### src/rtl/step_clock_gen_pkg.sv
// =============================================================================
// Module : clk_pkg
// Shared mode/state encodings and period helper for step_clock_gen.
// Revision: 1.0
// =============================================================================
`default_nettype none
`timescale 1ns/1ps

package clk_pkg;

   typedef enum logic [1:0] {
      MODE_RUN    = 2'b00,
      MODE_STEP   = 2'b01,
      MODE_HOLD   = 2'b10,
      MODE_HOLD_X = 2'b11
   } mode_e;

   typedef enum logic [1:0] {
      ST_IDLE      = 2'd0,
      ST_LOW       = 2'd1,
      ST_HIGH      = 2'd2,
      ST_STEP_HIGH = 2'd3
   } state_e;

   // Shift amounts of 32 or more give 0, which the clamp turns into P=2.
   function automatic logic [31:0] calc_period(input logic [31:0] hz, input logic [31:0] sel);
      logic [31:0] p;
      p = hz >> sel;
      return (p < 32'd2) ? 32'd2 : p;
   endfunction

endpackage

`default_nettype wire

### src/rtl/step_clock_gen_if.sv
// =============================================================================
// Module : step_clock_gen_if
// Control and status bundle for the step clock generator.
// Revision: 1.0
// =============================================================================
`default_nettype none
`timescale 1ns/1ps

interface step_clock_gen_if #(
   parameter int unsigned SEL_W = 4
);
   logic [SEL_W-1:0] sel;
   logic [1:0]       mode;
   logic             step;
   logic             slow_clock;
   logic             rise;
   logic             fall;
   logic [31:0]      count;
   logic             busy;

   modport master (output sel, mode, step,
                   input  slow_clock, rise, fall, count, busy);
   modport slave  (input  sel, mode, step,
                   output slow_clock, rise, fall, count, busy);
endinterface

`default_nettype wire

### src/rtl/step_clock_gen_edge_sync.sv
// =============================================================================
// Module : edge_sync
// Multi-flop synchroniser with registered rising-edge pulse output.
// Revision: 1.0
// =============================================================================
`default_nettype none
`timescale 1ns/1ps

module edge_sync #(
   parameter int unsigned SYNC_STAGES = 2
)(
   input  logic clk,
   input  logic rst_n,
   input  logic din,
   output logic pulse
);

   logic [SYNC_STAGES-1:0] r_sync;
   logic                   r_prev;
   logic                   r_pulse;

   always_ff @(posedge clk or negedge rst_n) begin
      if (!rst_n) begin
         r_sync  <= '0;
         r_prev  <= 1'b0;
         r_pulse <= 1'b0;
      end else begin
         r_sync[0] <= din;
         for (int i = 1; i < SYNC_STAGES; i++) begin
            r_sync[i] <= r_sync[i-1];
         end
         r_prev  <= r_sync[SYNC_STAGES-1];
         r_pulse <= r_sync[SYNC_STAGES-1] & ~r_prev;
      end
   end

   assign pulse = r_pulse;

endmodule

`default_nettype wire

### src/rtl/step_clock_gen.sv
// =============================================================================
// Module : step_clock_gen
// Slow clock generator with run, single-step and hold modes.
// Revision: 1.0
// =============================================================================
`default_nettype none
`timescale 1ns/1ps

module step_clock_gen
   import clk_pkg::*;
#(
   parameter int unsigned CLOCK_HZ    = 100_000_000,
   parameter int unsigned SEL_W       = 4,
   parameter int unsigned SYNC_STAGES = 2
)(
   input  logic            quick_clock,
   input  logic            reset,
   step_clock_gen_if.slave bus
);

   localparam logic [1:0] S_IDLE      = ST_IDLE;
   localparam logic [1:0] S_LOW       = ST_LOW;
   localparam logic [1:0] S_HIGH      = ST_HIGH;
   localparam logic [1:0] S_STEP_HIGH = ST_STEP_HIGH;
   localparam logic [31:0] C_HZ       = 32'(CLOCK_HZ);

   logic [1:0]       r_state, w_state_nxt;
   logic [31:0]      r_count, w_count_nxt;
   logic [SEL_W-1:0] r_sel_q;
   logic             w_latch_sel;
   logic             r_slow, r_rise, r_fall;
   logic             w_hi_nxt;
   logic             w_step_edge;
   logic [31:0]      w_period, w_half;

   edge_sync #(.SYNC_STAGES(SYNC_STAGES)) u_edge_sync (
      .clk   (quick_clock),
      .rst_n (reset),
      .din   (bus.step),
      .pulse (w_step_edge)
   );

   // Period depends only on the latched select so mid-period changes are deferred.
   assign w_period = calc_period(C_HZ, 32'(r_sel_q));
   assign w_half   = w_period >> 1;

   always_comb begin
      w_state_nxt = r_state;
      w_count_nxt = r_count + 32'd1;
      w_latch_sel = 1'b0;
      case (r_state)
         S_IDLE: begin
            w_count_nxt = '0;
            if (bus.mode == MODE_RUN) begin
               w_state_nxt = S_LOW;
               w_latch_sel = 1'b1;
            end else if (bus.mode == MODE_STEP && w_step_edge) begin
               w_state_nxt = S_STEP_HIGH;
               w_latch_sel = 1'b1;
            end
         end
         S_LOW: begin
            if (r_count == w_half - 32'd1) w_state_nxt = S_HIGH;
         end
         S_HIGH: begin
            if (r_count == w_period - 32'd1) begin
               w_count_nxt = '0;
               if (bus.mode == MODE_RUN) begin
                  w_state_nxt = S_LOW;
                  w_latch_sel = 1'b1;
               end else begin
                  w_state_nxt = S_IDLE;
               end
            end
         end
         S_STEP_HIGH: begin
            if (r_count == w_half - 32'd1) begin
               w_state_nxt = S_IDLE;
               w_count_nxt = '0;
            end
         end
         default: begin
            w_state_nxt = S_IDLE;
            w_count_nxt = '0;
         end
      endcase
   end

   assign w_hi_nxt = (w_state_nxt == S_HIGH) || (w_state_nxt == S_STEP_HIGH);

   always_ff @(posedge quick_clock or negedge reset) begin
      if (!reset) begin
         r_state <= S_IDLE;
         r_count <= '0;
         r_sel_q <= '0;
         r_slow  <= 1'b0;
         r_rise  <= 1'b0;
         r_fall  <= 1'b0;
      end else begin
         r_state <= w_state_nxt;
         r_count <= w_count_nxt;
         if (w_latch_sel) r_sel_q <= bus.sel;
         r_slow  <= w_hi_nxt;
         r_rise  <= w_hi_nxt & ~r_slow;
         r_fall  <= ~w_hi_nxt & r_slow;
      end
   end

   assign bus.slow_clock = r_slow;
   assign bus.rise       = r_rise;
   assign bus.fall       = r_fall;
   assign bus.count      = r_count;
   assign bus.busy       = (r_state != S_IDLE);

endmodule

`default_nettype wire
### src/flat_wrapper.sv
// flat-port wrapper written by rule: the top's interface ports become plain ports
module step_clock_gen_flat import clk_pkg::*;
#(
   parameter int unsigned CLOCK_HZ    = 100_000_000,
   parameter int unsigned SEL_W       = 4,
   parameter int unsigned SYNC_STAGES = 2
)
  (quick_clock, reset, bus_sel, bus_mode, bus_step, bus_slow_clock, bus_rise, bus_fall, bus_count, bus_busy);
  step_clock_gen_if #(.SEL_W(SEL_W)) bus_i ();
  input  logic quick_clock;
  input  logic reset;
  input wire logic [$bits(bus_i.sel)-1:0] bus_sel;
  input wire logic [$bits(bus_i.mode)-1:0] bus_mode;
  input wire logic [$bits(bus_i.step)-1:0] bus_step;
  output wire logic [$bits(bus_i.slow_clock)-1:0] bus_slow_clock;
  output wire logic [$bits(bus_i.rise)-1:0] bus_rise;
  output wire logic [$bits(bus_i.fall)-1:0] bus_fall;
  output wire logic [$bits(bus_i.count)-1:0] bus_count;
  output wire logic [$bits(bus_i.busy)-1:0] bus_busy;
  assign bus_i.sel = bus_sel;
  assign bus_i.mode = bus_mode;
  assign bus_i.step = bus_step;
  assign bus_slow_clock = bus_i.slow_clock;
  assign bus_rise = bus_i.rise;
  assign bus_fall = bus_i.fall;
  assign bus_count = bus_i.count;
  assign bus_busy = bus_i.busy;
  step_clock_gen #(.CLOCK_HZ(CLOCK_HZ), .SEL_W(SEL_W), .SYNC_STAGES(SYNC_STAGES)) u_core (.quick_clock(quick_clock), .reset(reset), .bus(bus_i));
endmodule
### config.mk
export PLATFORM = sky130hd
export DESIGN_NAME = step_clock_gen_flat
export DESIGN_NICKNAME = d
export VERILOG_FILES = /design/src/rtl/step_clock_gen_pkg.sv /design/src/rtl/step_clock_gen_if.sv /design/src/rtl/step_clock_gen_edge_sync.sv /design/src/rtl/step_clock_gen.sv /design/src/flat_wrapper.sv
export SDC_FILE = /design/constraint.sdc
export NUM_CORES = 1
export LEC_CHECK = 0
export BUFFER_PORTS_ARGS = -buffer_cell sky130_fd_sc_hd__buf_2
export CELL_PAD_IN_SITES_DETAIL_PLACEMENT = 1
export CELL_PAD_IN_SITES_GLOBAL_PLACEMENT = 2
export CORE_UTILIZATION = 36
export DETAILED_ROUTE_END_ITERATION = 10
export HOLD_SLACK_MARGIN = 0.12
export PLACE_DENSITY = 0.81
export RECOVER_POWER = 100
export SLEW_MARGIN = 20
export SYNTH_ARGS = -nofsm -noshare
export SYNTH_HDL_FRONTEND = slang
export SYNTH_SLANG_ARGS = --single-unit
### constraint.sdc
create_clock -name quick_clock -period 5.23 [get_ports quick_clock]
set_clock_uncertainty 0.15 [all_clocks]
set_input_delay 0.523 -clock quick_clock [delete_from_list [all_inputs] [get_ports quick_clock]]
set_output_delay 0.523 -clock quick_clock [all_outputs]
set_load 0.005 [all_outputs]
==> results of run 1 <==
==> stage by stage <==
stage | worst slack (ns) | hold WS (ns)
final | 0.618 | 0.192
after global routing | 0.355 | 0.179
after CTS | 0.912 | 0.184
after detailed placement | 0.926 | 0.187
after global placement | 1.06 | 0.188
after floorplan | 1.39 | 0.0774
==> kinds of logic after synthesis <==
logic type,count (synthesis),synth area share [%]
multiplexers,9,2.47
flip-flops,45,24.9
adder cells (fa/ha/maj),3,0.831
AND/OR/NAND/NOR,241,28.8
buffers and inverters,74,7.84
AO/OA/AOI/OAI,161,25.6
XOR/XNOR,48,9.48
==> cell usage after synthesis (all sizes together), types with 5 or more instances <==
cell | count | area [um2]
a221oi | 5 | 43.8
or4 | 6 | 48.8
a21oi | 24 | 120
nand2b | 13 | 81.3
nor4 | 7 | 43.8
inv | 14 | 52.6
a211oi | 9 | 67.6
nand3b | 6 | 45.0
buf | 32 | 195
nand4 | 10 | 62.6
a21o | 6 | 46.3
xor2 | 24 | 218
clkbuf | 28 | 106
or2 | 5 | 31.3
o211ai | 7 | 52.6
nand2 | 32 | 120
nor3 | 14 | 70.1
a22oi | 6 | 45.0
nor4b | 5 | 50.0
dfrtp | 45 | 1130
nor2 | 68 | 258
o31ai | 5 | 37.5
and4 | 5 | 43.8
and3 | 7 | 43.8
o21ai | 30 | 154
mux2 | 5 | 71.3
a31oi | 13 | 87.6
nand3 | 21 | 105
o21bai | 5 | 37.5
nor2b | 20 | 125
xnor2 | 24 | 210
==> how the worst max path moves through the flow <==
stage	endpoint	depth (start not counted)
after floorplan	u_core.r_sel_q[0]	15
after global placement	u_core.r_sel_q[3]	12
after detailed placement	u_core.r_sel_q[1]	12
after CTS	u_core.r_sel_q[1]	12
after global routing	u_core.bus.count[14]	13
final	u_core.r_sel_q[3]	12
==> power breakdown <==
group / leakage, nW / internal (mW) / switching (mW)
combinational: 1.23 / 0.103 / 0.152
clock: 0.0810 / 0.226 / 0.135
sequential: 0.593 / 0.362 / 0.0563
total: 1.90 / 0.691 / 0.343
==> routing by layer <==
layer	global-route usage, %	up-vias
met5	0	-
met4	7.10	0
met3	2.55	21
met2	43.4	151
met1	36.5	2329
li1	-	2107
==> state kept, by name, indices dropped and copies added (netlist names) <==
signal                     cells
u_core.bus.count              32
u_core.bus.fall                1
u_core.bus.rise                1
u_core.bus.slow_clock          1
u_core.r_sel_q                 4
u_core.r_state                 2
u_core.u_edge_sync.pulse       1
u_core.u_edge_sync.r_prev      1
u_core.u_edge_sync.r_sync      2
==> area by class of cell <==
cell class,count,area (um2)
clock inverters,2,38.8
inverters,14,52.6
flip-flops and latches,45,1130
well taps,168,210
multi-input cells,462,3020
repair buffers,50,256
clock buffers,6,129
fillers,1541,7270
==> worst max-delay path: cells and delay by family, from the launching register on <==
| kind | cells | cell delay, ns |
|---|---|---|
| simple gates | 4 | 1.64 |
| compound gates | 5 | 1.03 |
| flops | 1 | 0.77 |
| fa+ha+maj | 1 | 0.40 |
| mux | 1 | 0.30 |
| xor+xnor | 1 | 0.20 |
==> timing repair <==
action,4_1_cts,5_1_grt
hold endpoints to repair,0,1
hold buffers,0,1
setup buffers,0,0
==> impl_metrics.toml, run 1 <==
[status]
outcome = "finished, violations left"
violations = "capacitance limit, slew limit"

[sta]
slew_viol_final = 46
finalHoldViolCount = 0
post-route-min-period_ns = 4.61
relSlewSlack_pct = -65.1
fin_crit_sh_pct = 88.2
clock.fmax_mhz = 217
worst_pin_slew_ns = 2.48
fin_tns_setup_ns = 0
rsz0062_at_grt = "false"
setup_viol = 0

[global_routing]
grt_max_degree = 66
gr-total-overflow = 0
grt_pass1_wl_mm = 26.3
antenna_found_initial = 0
track_usage_pct = 26.3
grt_pass1_vias = 4532

[synthesis]
synth-main-ff-cell = "dfrtp_1"
async_flop_share_pct = 100
synth-seq-cells = 45
yosysSeqAreaShare_pct = 24.9
synth_enable_flop_cells = 0
yosysWarnings = 0
avgSynthCellArea_um2 = 7.77
synth.net_count = 593
synth_area_um2 = 4520
ys_types = 86
synth_cells = 581

[clock_tree]
cts_root_buf = "clkbuf_16"
h-tree-depth = 2
cts.path.max_buffers = 2
numCtsBuffers = 5
cts.sinks = 45
cts_tree = "done"
clkLatencyLatePin_ns = 0.29
path_clk_slew_ns = 0.06
postCtsResizedCells = 0

[power_and_ir_drop]
p_total_mw = 1.03
ir_drop_uv = 185
power_density_nw_per_um2 = 214
leakagePower_nw = 1.90

[worst_setup_path]
startpoint_type = "register"
critPathCaptureType = "register"
r2r_slack_ns = 0.62
worstReg2RegEnd = "u_core.r_sel_q[3]"
worst-r2r-cell-count = 12
crit_start = "u_core.r_sel_q[2]"
cpPeakStageDelay_ns = 0.77
crit_chain = "and3b_2 -> o21ai_0 -> a21boi_0 -> ha_1 -> nor2b_1 -> o2bb2ai_1 -> a221oi_1 -> xor2_1 -> or4_2 -> nor4b_1 -> a31o_4 -> mux2_4"
required_ns = 5.25
crit_path_max_fanout = 38
arrival_ns = 4.63
timing.rr.start = "u_core.r_sel_q[2]"
cp_slowest_cell = "dfrtp_2"
critical_path_class = "reg2reg"

[place]
post-dp-hpwl_mm = 11.6
placed_cells = 738
port_buffers = 44
place_congestion = 0.897
placed_cell_area_um2 = 4690

[finish]
drive_gt1_share_pct = 13.3
nNetsFinal = 590
final_cells = 747
fin_area_um2 = 4840
num_antenna_cells = 0
layout_common_cells = "nor2_1 (67), dfrtp_1 (41), buf_2 (35)"
post-route-util_pct = 39.9
layout_commonest_cell = "nor2_1"
area_delta_synth_final_pct = 7.15

[floorplan]
die_h_um = 114
num_rows = 40
core_area_um2 = 12100
io_pins = 45
dieArea_um2 = 13000
initial_core_util_pct = 37.3
die_x_um = 114

[detailed_routing]
postRouteAntennaNets = 0
wl_met2_mm = 7.86
drc = 0
dr_total_vias = 4608
wl_met1_mm = 7.56
vias_per_cell = 6.17
wl_mm = 16.6
top_layer_used = "met4"
post_drt_wl_per_cell_um = 22.2
first_pass_iters = 4
dr_wl_met3_um = 874
drtIter0Drc = 374

[min_path]
holdPathStages = 1
worst_hold_path_type = "in2reg"
holdPathEnd = "u_core.u_edge_sync.r_sync[0]"
hold_start = "bus_step"

[job]
cap_violations = 1
Power figures use the tool's default switching activity.
==> run 2: changes to the inputs <==
--- a/config.mk
+++ b/config.mk
@@ -11,6 +11,7 @@
 export CORE_UTILIZATION = 36
 export DETAILED_ROUTE_END_ITERATION = 10
 export HOLD_SLACK_MARGIN = 0.12
+export MAX_ROUTING_LAYER = met4
 export PLACE_DENSITY = 0.81
 export RECOVER_POWER = 100
 export SLEW_MARGIN = 20
==> impl_metrics.toml, run 2 (synthesis results as in run 1) <==
[worst_setup_path]
critical_path_class = "reg2reg"
critPathCaptureType = "register"
timing.rr.start = "u_core.r_sel_q[2]"
worstReg2RegEnd = "u_core.r_sel_q[3]"
worst-r2r-cell-count = 12
required_ns = 5.24
crit_path_max_fanout = 35
startpoint_type = "register"
r2r_slack_ns = 0.63
arrival_ns = 4.61

[detailed_routing]
post_drt_wl_per_cell_um = 22.2
drtIter0Drc = 390
wl_mm = 16.6
drc = 0
dr_total_vias = 4567
postRouteAntennaNets = 0
first_pass_iters = 5
vias_per_cell = 6.11

[status]
outcome = "finished, violations left"
violations = "capacitance limit, slew limit"

[power_and_ir_drop]
power_switching_mw = 0.345
internal-power_mw = 0.692
p_comb_share_pct = 24.2
p_sw_share_pct = 33.3
leakagePower_nw = 1.89
power.share.sequential_pct = 40.5
p_clk_share_pct = 35.2
power_density_nw_per_um2 = 215
ir_drop_uv = 202

[clock_tree]
path_clk_slew_ns = 0.06
cts_root_buf = "clkbuf_16"
cts_setup_buffers = 0
clkLatencyLatePin_ns = 0.29
h-tree-depth = 2
postCtsResizedCells = 0
numCtsBuffers = 5
ctsHoldBuffers = 0
cts_tree = "done"
cts.path.max_buffers = 2
cts.sinks = 45

[sta]
setup_viol = 0
fin_crit_sh_pct = 87.9
relSlewSlack_pct = -57.2
worst_slack_ns = 0.633
worst_pin_slew_ns = 2.36
fin_tns_setup_ns = 0
finalHoldViolCount = 0
post-route-min-period_ns = 4.60
slew_viol_final = 46
clock.fmax_mhz = 218
rsz0062_at_grt = "false"

[job]
cap_violations = 1

[min_path]
holdPathEnd = "u_core.u_edge_sync.r_sync[0]"
holdPathStages = 1
worst_hold_path_type = "in2reg"
hold_start = "bus_step"

[place]
post-dp-hpwl_mm = 11.9
placed_cells = 739
dp_slack_ns = 0.982
port_buffers = 44
place_congestion = 0.968

[finish]
layout_commonest_cell = "nor2_1"
num_antenna_cells = 0
fill_cells = 1530
drive_gt1_share_pct = 12.8
largest_register_ffs = 32
layout_common_cells = "nor2_1 (67), dfrtp_1 (41), buf_2 (33)"
final_cells = 747
nNetsFinal = 590
area_delta_synth_final_pct = 6.87

[floorplan]
dieArea_um2 = 13000
die_x_um = 114
core_area_um2 = 12100
num_rows = 40
io_pins = 45
die_h_um = 114
initial_core_util_pct = 37.3

[global_routing]
antenna_found_initial = 0
gr-total-overflow = 0
track_usage_pct = 27.2
grt_pass1_vias = 4510
grt_pass1_wl_mm = 26.4
grt_max_degree = 63
==> run 2: cell types whose count changed in the layout (fill, tap and decap cells not counted), sizes merged <==
cell / delta
clkbuf: +2
dlygate4sd3: -1
buf: -1
==> run 2: per-layer routing <==
layer  part of all wire (%)  vias to the layer above  track usage [%]
met1                     46                     2282             36.7
met5                      0                        -                -
met4                    4.3                        0             12.1
li1                       -                     2111                -
met2                     46                      134             41.2
met3                    4.2                       40             2.60
==> run 2: stage by stage <==
stage / util, % / hold WS [ns] / power (mW) / instance area, um2
floorplan: - / 0.0774 / 0.593 / 4520
global placement: 38.8 / 0.187 / 0.671 / 4690
detailed placement: 38.8 / 0.203 / 0.677 / 4690
CTS: 40.1 / 0.181 / 1.04 / 4860
global route: 39.8 / 0.181 / 1.08 / 4830
finish: 39.8 / 0.185 / 1.04 / 4830
==> run 2: area by class of cell <==
cell class,count,area (um2),share of cell area (%)
multi-input combinational,462,3010,62.4
clock buffer,6,129,2.67
inverter,14,52.6,1.09
timing repair buffer,50,251,5.21
sequential,45,1130,23.4
tap,168,210,4.36
clock inverter,2,38.8,0.804
==> run 2: worst max-delay path: stages, from the launching register on <==
cell,delay (ns)
dfrtp_2,0.72
and3b_2,0.28
o21ai_0,0.12
a21boi_0,0.37
ha_1,0.41
nor2b_1,0.27
o2bb2ai_1,0.15
a221oi_1,0.10
xor2_1,0.20
or4_2,0.68
nor4b_1,0.40
a31o_4,0.26
mux2_1,0.35
==> run 2: power by group through the flow <==
| stage | clock (mW) | combinational (mW) | sequential, mW |
|---|---|---|---|
| final | 0.365 | 0.251 | 0.420 |
| after global routing | 0.383 | 0.275 | 0.423 |
| after CTS | 0.370 | 0.253 | 0.419 |
| after detailed placement | 0 | 0.252 | 0.425 |
| after global placement | 0 | 0.249 | 0.422 |
| after floorplan | 0 | 0.210 | 0.383 |
==> run 2: worst max path at each step <==
stage | startpoint | endpoint | depth (start not counted)
after global placement | u_core.r_sel_q[1] | u_core.r_sel_q[0] | 11
final | u_core.r_sel_q[2] | u_core.r_sel_q[3] | 12
after floorplan | u_core.r_sel_q[0] | u_core.r_sel_q[0] | 15
after global routing | u_core.r_sel_q[2] | u_core.r_sel_q[3] | 12
after detailed placement | u_core.r_sel_q[2] | u_core.r_sel_q[3] | 12
after CTS | u_core.r_sel_q[2] | u_core.r_sel_q[3] | 12
